==> config.mk <==
export PLATFORM = sky130hd
export DESIGN_NAME = carry_resolver
export DESIGN_NICKNAME = d
export VERILOG_FILES = /design/src/rtl/ae_pkg.sv /design/src/rtl/ae_out_reg.sv /design/src/rtl/carry_resolver.sv
export SDC_FILE = /design/constraint.sdc
export NUM_CORES = 1
export LEC_CHECK = 0
export BUFFER_PORTS_ARGS = -buffer_cell sky130_fd_sc_hd__buf_2
export CORE_UTILIZATION = 60
export DETAILED_ROUTE_END_ITERATION = 6
export PLACE_DENSITY = 0.91
export SYNTH_ARGS = -nofsm -noshare
export SYNTH_HDL_FRONTEND = slang
export SYNTH_SLANG_ARGS = --single-unit
==> constraint.sdc <==
create_clock -name general_clk -period 2.75 [get_ports general_clk]
set_input_delay 0.275 -clock general_clk [delete_from_list [all_inputs] [get_ports general_clk]]
set_output_delay 0.275 -clock general_clk [all_outputs]
set_load 0.01 [all_outputs]
==> src/rtl/ae_pkg.sv <==
// Shared definitions for the arithmetic-encoder output path: FSM states,
// default widths and the all-ones byte value.
package ae_pkg;

    localparam int unsigned DEF_BYTE_W = 8;
    localparam int unsigned DEF_RUN_W  = 16;

    localparam logic [DEF_BYTE_W-1:0] BYTE_FF = 8'hFF;

    typedef enum logic [2:0] {
        IDLE,
        EMIT_PEND,
        EMIT_RUN,
        DONE,
        FLUSH
    } state_e;

endpackage

==> src/rtl/ae_out_reg.sv <==
// Output holding register with valid/ready handshake. Carries the resolved
// byte and its end-of-frame marker; holds everything stable while stalled.
module ae_out_reg #(
    parameter int unsigned BYTE_W = 8
) (
    input  logic              general_clk,
    input  logic              reset,
    input  logic              push,
    input  logic [BYTE_W-1:0] push_byte,
    input  logic              push_last,
    output logic              load_ready,
    output logic              out_valid,
    input  logic              out_ready,
    output logic [BYTE_W-1:0] out_byte,
    output logic              out_last
);

    // Register may be (re)loaded when empty or when its byte is being taken.
    assign load_ready = !out_valid || out_ready;

    // Load a new byte, or empty the register once its byte is consumed.
    always_ff @(posedge general_clk or negedge reset) begin
        if (!reset) begin
            out_valid <= 1'b0;
            out_byte  <= '0;
            out_last  <= 1'b0;
        end else if (load_ready) begin
            out_valid <= push;
            if (push) begin
                out_byte <= push_byte;
                out_last <= push_last;
            end
        end
    end

endmodule

==> src/rtl/carry_resolver.sv <==
// Carry resolver: holds the latest non-final byte and a run of pending 0xFF
// bytes until an incoming carry resolves them, then streams resolved bytes.
// Optional feature macro: CARRY_STATS_EN adds stat_bytes/stat_carries.
module carry_resolver
    import ae_pkg::*;
#(
    parameter int unsigned BYTE_W = DEF_BYTE_W,
    parameter int unsigned RUN_W  = DEF_RUN_W
) (
    input  logic              general_clk,
    input  logic              reset,
    input  logic              in_valid,
    output logic              in_ready,
    input  logic [BYTE_W:0]   in_byte,
    input  logic              in_flush,
    input  logic              in_byte_en,
    output logic              out_valid,
    input  logic              out_ready,
    output logic [BYTE_W-1:0] out_byte,
    output logic              out_last,
`ifdef CARRY_STATS_EN
    output logic [31:0]       stat_bytes,
    output logic [31:0]       stat_carries,
`endif
    output logic              err
);

    localparam logic [BYTE_W-1:0] BYTE_ONES = '1;
    localparam logic [BYTE_W-1:0] BYTE_ONE  = {{(BYTE_W-1){1'b0}}, 1'b1};
    localparam logic [RUN_W-1:0]  RUN_ONES  = '1;
    localparam logic [RUN_W-1:0]  RUN_ONE   = {{(RUN_W-1){1'b0}}, 1'b1};

    state_e            state_q;
    logic [BYTE_W-1:0] pend_q;
    logic [BYTE_W-1:0] nxt_q;
    logic              pend_vld_q;
    logic              rc_q;
    logic              flush_q;
    logic [RUN_W-1:0]  run_q;
    logic              err_q;

    logic              push;
    logic [BYTE_W-1:0] push_byte;
    logic              push_last;
    logic              load_ready;

    logic              in_c;
    logic [BYTE_W-1:0] in_b;

    assign in_c     = in_byte[BYTE_W];
    assign in_b     = in_byte[BYTE_W-1:0];
    assign in_ready = (state_q == IDLE);
    assign err      = err_q;

    // Byte offered to the output register in each emitting state.
    always_comb begin
        push      = 1'b0;
        push_byte = '0;
        push_last = 1'b0;
        unique case (state_q)
            EMIT_PEND: begin
                push      = 1'b1;
                push_byte = rc_q ? pend_q + BYTE_ONE : pend_q;
            end
            EMIT_RUN: begin
                push      = 1'b1;
                push_byte = rc_q ? '0 : BYTE_ONES;
            end
            FLUSH: begin
                push = 1'b1;
                if (pend_vld_q) begin
                    push_byte = rc_q ? pend_q + BYTE_ONE : pend_q;
                    push_last = (run_q == '0);
                end else begin
                    push_byte = rc_q ? '0 : BYTE_ONES;
                    push_last = (run_q == RUN_ONE);
                end
            end
            default: ;
        endcase
    end

    // Accept precarry bytes, track pending byte/run and sequence the emission.
    always_ff @(posedge general_clk or negedge reset) begin
        if (!reset) begin
            state_q    <= IDLE;
            pend_q     <= '0;
            nxt_q      <= '0;
            pend_vld_q <= 1'b0;
            rc_q       <= 1'b0;
            flush_q    <= 1'b0;
            run_q      <= '0;
            err_q      <= 1'b0;
        end else begin
            unique case (state_q)
                IDLE: begin
                    if (in_valid && in_byte_en) begin
                        if (!pend_vld_q) begin
                            // Carry into nothing already emitted is an error.
                            pend_q     <= in_b;
                            pend_vld_q <= 1'b1;
                            if (in_c) err_q <= 1'b1;
                            if (in_flush) state_q <= FLUSH;
                        end else if (!in_c && in_b == BYTE_ONES) begin
                            if (run_q == RUN_ONES) err_q <= 1'b1;
                            else                   run_q <= run_q + RUN_ONE;
                            if (in_flush) state_q <= FLUSH;
                        end else begin
                            rc_q    <= in_c;
                            nxt_q   <= in_b;
                            flush_q <= in_flush;
                            state_q <= EMIT_PEND;
                        end
                    end else if (in_valid && in_flush && pend_vld_q) begin
                        state_q <= FLUSH;
                    end
                end
                EMIT_PEND: begin
                    if (load_ready) begin
                        if (rc_q && pend_q == BYTE_ONES) err_q <= 1'b1;
                        state_q <= (run_q != '0) ? EMIT_RUN : DONE;
                    end
                end
                EMIT_RUN: begin
                    if (load_ready) begin
                        run_q <= run_q - RUN_ONE;
                        if (run_q == RUN_ONE) state_q <= DONE;
                    end
                end
                DONE: begin
                    // The new byte becomes pending; its own carry is not yet known.
                    pend_q  <= nxt_q;
                    rc_q    <= 1'b0;
                    flush_q <= 1'b0;
                    state_q <= flush_q ? FLUSH : IDLE;
                end
                FLUSH: begin
                    if (load_ready) begin
                        if (push_last) begin
                            pend_vld_q <= 1'b0;
                            run_q      <= '0;
                            rc_q       <= 1'b0;
                            state_q    <= IDLE;
                        end else if (pend_vld_q) begin
                            pend_vld_q <= 1'b0;
                        end else begin
                            run_q <= run_q - RUN_ONE;
                        end
                    end
                end
                default: state_q <= IDLE;
            endcase
        end
    end

    ae_out_reg #(
        .BYTE_W(BYTE_W)
    ) u_out_reg (
        .general_clk(general_clk),
        .reset      (reset),
        .push       (push),
        .push_byte  (push_byte),
        .push_last  (push_last),
        .load_ready (load_ready),
        .out_valid  (out_valid),
        .out_ready  (out_ready),
        .out_byte   (out_byte),
        .out_last   (out_last)
    );

`ifdef CARRY_STATS_EN
    logic [31:0] stat_bytes_q;
    logic [31:0] stat_carries_q;

    // Count handshaken output bytes and resolutions that carried.
    always_ff @(posedge general_clk or negedge reset) begin
        if (!reset) begin
            stat_bytes_q   <= '0;
            stat_carries_q <= '0;
        end else begin
            if (out_valid && out_ready) stat_bytes_q <= stat_bytes_q + 32'd1;
            if (state_q == EMIT_PEND && load_ready && rc_q) begin
                stat_carries_q <= stat_carries_q + 32'd1;
            end
        end
    end

    assign stat_bytes   = stat_bytes_q;
    assign stat_carries = stat_carries_q;
`endif

endmodule

* Word-level counts from Yosys, hierarchy flattened *
Index checks and enable logic that the tools add are counted.
W data, S select, Z words.

word-level totals
  logic and storage cells = 119
  register bits after elaboration = 49
  bits of input ports = 15
  output and inout port bits = 12

operators by class
  bitwise logic cells = 1
  equal/unequal tests = 25
  mux-type cells = 53
  reduce and logical (&&, ||, !) cells = 26
  $add $sub $neg = 3

operator list
  kind                     number
  $mux W16                 8
  $pmux W16 S3             1
  $mux W8                  5
  $mux W3                  11
  $pmux W8 S3              1
  $mux W1                  21
  $add A16 B1 Y16 const B  1
  $eq A16 B1 Y1 const B    1
  $eq A16 B16 Y1 const B   1
  $eq A8 B8 Y1 const B     2
  $logic_not A16 Y1        1
  $ne A2 B2 Y1 const B     8
  $pmux W8 S2              1
  $reduce_bool A16 Y1      1
  $sub A16 B1 Y16 const B  1
  $pmux W3 S5              1
  $reduce_and A6 Y1        2
  $ne A3 B2 Y1 const B     3
  $add A8 B1 Y8 const B    1
  $ne A2 B1 Y1 const B     4
  $reduce_and A4 Y1        2
  $reduce_and A8 Y1        1
  $reduce_and A7 Y1        1
  $eq A3 B2 Y1 const B     2
  15 further kinds         27

* Longest topological paths before layout *
  word-level depth = 6
  mapped depth = 10
  depth with buffers taken out = 8

* By module *
A second synthesis with hierarchy kept.

unflattened totals
  cells, all modules = 371
  area total of the unflattened synthesis = 3,264.4 µm²

by module, submodules not included
  module          cells each  times used  seq. area each (µm²)  area each (µm²)
  carry_resolver  349         1           975.9                 2,839.0
  ae_out_reg      22          1           250.2                 425.4

* Least setup slack after synthesis *
OpenSTA, ideal clock, no wires.

  path type = register -> register
  start point = reg run_q[9]
  end point = reg run_q[10]
  path buffers = 2
  period minus slack after synthesis = 2.187 ns
  stages on the path, launching flop included = 9
  data required time = 2.626 ns
  arrival time = 2.063 ns
  path slack = 0.563 ns
  library setup time = 0.124 ns
  cells stage by stage = dfrtp_1 > buf_6 > or3_4 > or3_1 > buf_6 > or3_4 > o21ai_2 > a211oi_1 > a211o_1

between the ends
  longest elaborated chain between the ends = 6
  elaborated cells on any way between the ends = 19
  classes of those cells = add/sub: 2; eq/ne: 4; mux: 11; reduce/logical: 2

RTL lines
  item                                     RTL line                                     source
  from (decl)                              carry_resolver.sv:39                         logic [RUN_W-1:0] run_q;
  from (signal assigned)                   carry_resolver.sv:106                        else run_q <= run_q + RUN_ONE;
  from (signal assigned)                   carry_resolver.sv:126                        run_q <= run_q - RUN_ONE;
  from (signal assigned)                   carry_resolver.sv:147                        run_q <= run_q - RUN_ONE;
  $add A16 B1 Y16 (tied with other cells)  carry_resolver.sv:106
  $mux W16 or $mux W1 (tied branches)      carry_resolver.sv:105, carry_resolver.sv:71
  $mux W16 or $mux W1 (tied branches)      carry_resolver.sv:104, carry_resolver.sv:60
  $mux W16, on equally long branches       carry_resolver.sv:98, carry_resolver.sv:139
  $mux W16, on equally long branches       carry_resolver.sv:97, carry_resolver.sv:138
  $pmux W16 S3                             carry_resolver.sv:95                         unique case (state_q)

Several ways; a longest one is shown, not always the timed one. The select of a mux whose other input is x is not followed.
A chain may end at the register's enable or synchronous reset.

* Worst setup path in the final report *
  start point = reg run_q[8]
  end point = reg run_q[7]

between the ends
  longest elaborated chain between the ends = 6
  elaborated cells on any way between the ends = 11
  classes of those cells = eq/ne: 4; mux: 5; reduce/logical: 2

RTL lines
  item                                                RTL line                                    source
  $eq A16 B1 Y1 or $logic_not A16 Y1 (tied branches)  carry_resolver.sv:76, carry_resolver.sv:73
  $mux W1                                             carry_resolver.sv:71                        if (pend_vld_q) begin
  $mux W1                                             carry_resolver.sv:60                        unique case (state_q)
  $mux W16                                            carry_resolver.sv:139                       if (push_last) begin
  $mux W16                                            carry_resolver.sv:138                       if (load_ready) begin
  $pmux W16 S3                                        carry_resolver.sv:95

Several ways; a longest one is shown, not always the timed one. The select of a mux whose other input is x is not followed.

==> summary.md <==
| Metric | Value |
|---|---|
| Outcome | `finished clean` |
| Net count after synthesis | `405` |
| Max clock buf depth | `2` |
| Final Slew Violations | `0` |
| Total global-route track usage | `0.313` |
| Hold violation count in the final report | `0` |
| Post-route DRC | `0` |
| P_leak | `1.57 nW` |
| Drt initial violations | `527` |
| Total wire length | `8.86 mm` |
| Dpl ws | `0.292 ns` |
| Fraction of registers with async set/reset | `1.00` |
| Crit-path cells | `or3_4 -> or3_1 -> o31ai_4 -> buf_4 -> a21oi_1 -> o32a_1` |
| Synthesis Warnings | `0` |
| Post-CTS Resized | `0` |
| R2R Path Start | `run_q[8]$_DFFE_PN0P_` |
| Final period util | `0.935` |
| CP arrival | `2.78 ns` |
| Pre-Repair DR Iteration Count | `5` |
| Vias | `3283` |
| Min setup slack post-route | `0.178 ns` |
| First-pass GRT wire length | `14.7 mm` |
| Synth Flop Type | `dfrtp_1` |
| Fraction of layout cells with a size suffix above 1 | `0.181` |
| Sequential area share after synthesis | `0.368` |
| Vias in the first global route | `3036` |
| Slew @ Worst Pin | `1.09 ns` |
| GRT overflow | `0` |
| Post-Syn Area | `3330 um^2` |
| Routability cong. | `0.951` |
| R2R Setup Slk | `0.18 ns` |
| Startpoint types | `flip-flop` |
| Worst stage delay on the critical path | `0.51 ns` |
| Synthesized flop and latch total | `49` |
| Fill cells | `394` |
| Unrepaired setup endpoints after global routing | `false` |
| # diodes | `0` |
| Peak VDD IR | `453 uV` |
| Gate Count Post-Synth | `385` |
| Worst clock skew | `0.00889 ns` |
| Setup Fix Bufs, Post-CTS | `0` |
| Die area | `5860 um^2` |
| Synthesis-to-finish area growth | `8.71%` |
| Max Clk Rate | `389 MHz` |
| Pin count of the biggest net entering global routing | `50` |
| Die Y | `76.5 um` |
| Core Area | `5240 um^2` |
| Initial antenna violation count | `0` |
| Site Rows | `26` |
| Worst-case reg-to-reg path depth | `6` |
| Clock Tree Root | `clkbuf_8` |
| H-tree levels | `2` |
| Avg Synthesized Cell Area | `8.65 um^2` |
| Hold WC Path Type | `in2async` |
| Final core occ | `0.692` |
| Port buffer count | `26` |
| Worst hold margin | `0.150 ns` |
| Post-Synth Simple-Gate Area | `0.216` |
| Max Cap Viol | `0` |
| Pwr/cell area | `939 nW/um^2` |
| CP Capture Type | `flip-flop` |
| CTS tree | `built` |
| Cts bufs inserted | `5` |
| Die width | `76.5 um` |
| Synth cell types | `64` |
| Maximum fanout count along the critical path | `11` |
| Post-synth top area cell | `dfrtp_1` |
| Area share of the largest cell type after synthesis | `0.368` |
| IO Pins | `27` |
| Hpwl dp | `6.21 mm` |
| Largest family of logic cells by synthesized area | `compound AO/OA/AOI/OAI gates` |
| Top post-synthesis cells by area | `dfrtp_1, nor2_1, a21oi_1` |
| DRT antenna net count | `0` |
| Rel. slew slack | `0.276` |
| Worst-Skew Late Latency | `0.32 ns` |
| Setup violators final | `0` |
| Post-synthesis compound-gate area fraction | `0.255` |
| Multiplexer share of the synthesized area | `0.0661` |
| Initial Utilization | `0.636` |
| Vias/cell | `6.87` |
| Post-synth EDFFs | `0` |
| Critical path class | `reg2reg` |
| Post-Synth XOR/XNOR Area | `0.0210` |
| Clk slew on worst S/H paths | `0.10 ns` |
| Final setup TNS | `0 ns` |
| Routed len/inst | `18.5 um` |
| CP max-delay cell | `dfrtp_1` |
| Clock sink count | `49` |
| # nets final | `427` |
| Critical Path RT | `2.96 ns` |
| RR Endpoint | `run_q[7]$_DFFE_PN0P_` |
| Minimum clock period | `2.57 ns` |
| Cts hold-fix bufs | `0` |
| Post-Synth Adder-Cell Area | `0.0188` |
[cells in the final DEF, fill, tap and decap left out, drive strengths merged, types with 5 or more instances in the layout]
cell / synthesis / final
clkbuf: 13 / 5
a21oi: 27 / 27
a22oi: 6 / 6
nor4: 5 / 5
inv: 13 / 15
ha: 5 / 5
nor3: 12 / 12
nand2b: 5 / 5
o22ai: 8 / 8
nand3: 12 / 12
a211oi: 6 / 6
buf: 11 / 39
xor2: 6 / 6
o21ai: 25 / 25
nand2: 31 / 31
and2: 6 / 6
a31oi: 9 / 9
dfrtp: 49 / 49
nor2: 41 / 41
mux2i: 13 / 13
o31ai: 8 / 8
nand4: 10 / 10
o22a: 5 / 5
mux2: 8 / 8
nor2b: 5 / 5
[area by class of cell]
class / instances / area [um^2] / area share
Clock buffer: 5 / 68.8 / 0.0190
Clock inverter: 3 / 28.8 / 0.00794
Inverter: 13 / 48.8 / 0.0135
Multi-Input combinational cell: 299 / 1920 / 0.531
Sequential cell: 49 / 1230 / 0.339
Tap cell: 70 / 87.6 / 0.0242
Timing Repair Buffer: 39 / 240 / 0.0663
[worst max-delay path by stage]
stage	from	endpoint	slack, ns	cells after the start
after detailed placement	run_q[0]$_DFFE_PN0P_	run_q[10]$_DFFE_PN0P_	0.29	8
final	run_q[8]$_DFFE_PN0P_	run_q[7]$_DFFE_PN0P_	0.18	6
after global placement	run_q[0]$_DFFE_PN0P_	run_q[10]$_DFFE_PN0P_	0.34	8
after CTS	run_q[8]$_DFFE_PN0P_	run_q[7]$_DFFE_PN0P_	0.25	6
after global routing	run_q[0]$_DFFE_PN0P_	run_q[10]$_DFFE_PN0P_	0.04	8
after floorplan	run_q[9]$_DFFE_PN0P_	run_q[10]$_DFFE_PN0P_	0.56	8
[synth_stat cells (6+ instances only)]
cell,number
nor3_1,12
nand2_1,31
a22oi_1,6
mux2i_1,13
mux2_2,8
nor2_1,40
a31oi_1,9
a21oi_1,27
o21ai_0,20
o22ai_1,8
nand3_1,12
inv_1,13
buf_2,6
nand4_1,10
and2_1,6
dfrtp_1,49
clkbuf_1,13
xor2_1,6
[power by group]
| part | leakage (nW) | total, mW | internal, mW | switching [mW] |
|---|---|---|---|---|
| clock network | 0.0506 | 0.476 | 0.191 | 0.285 |
| registers | 0.614 | 1.30 | 0.946 | 0.353 |
| logic | 0.903 | 1.63 | 0.682 | 0.944 |
| total | 1.57 | 3.40 | 1.82 | 1.58 |
[through the flow]
step	cell area [um^2]	cells	power, mW
after detailed placement	3520	470	2.85
after floorplan	3330	385	2.39
after CTS	3620	478	3.34
after global placement	3520	470	2.76
final	3620	478	3.40
after global routing	3620	478	3.59
[routing by layer]
metal | part of all wire | GRT usage | vias up
met4 | 0.024 | 0.115 | 0
met5 | 0 | 0 | -
met2 | 0.48 | 0.514 | 215
met3 | 0.093 | 0.0419 | 33
li1 | - | - | 1474
met1 | 0.40 | 0.422 | 1561
[cells by family (layout without fill, tap and decap cells)]
family | Yosys count | in the layout
AOI/OAI and AO/OA | 122 | 122
xor gates and xnor gates | 8 | 8
adders and majority gates | 5 | 5
buffers and inverters | 37 | 60
DFF | 49 | 49
muxes | 21 | 21
and+or+nand+nor | 143 | 143
[flip-flops by register name (all words and copies together) (netlist names)]
name / count
err: 1
flush_q: 1
state_q: 3
u_out_reg.out_last: 1
pend_q: 8
pend_vld_q: 1
u_out_reg.out_valid: 1
nxt_q: 8
u_out_reg.out_byte: 8
run_q: 16
rc_q: 1
[worst max-delay path: cells and delay by family, from the launching register on]
kind / cells / cell delay, ns
buf+inv: 1 / 0.22
compound gates: 3 / 0.88
simple gates: 2 / 0.85
flops: 1 / 0.51
Note: power is estimated with default switching activity, not from simulation.
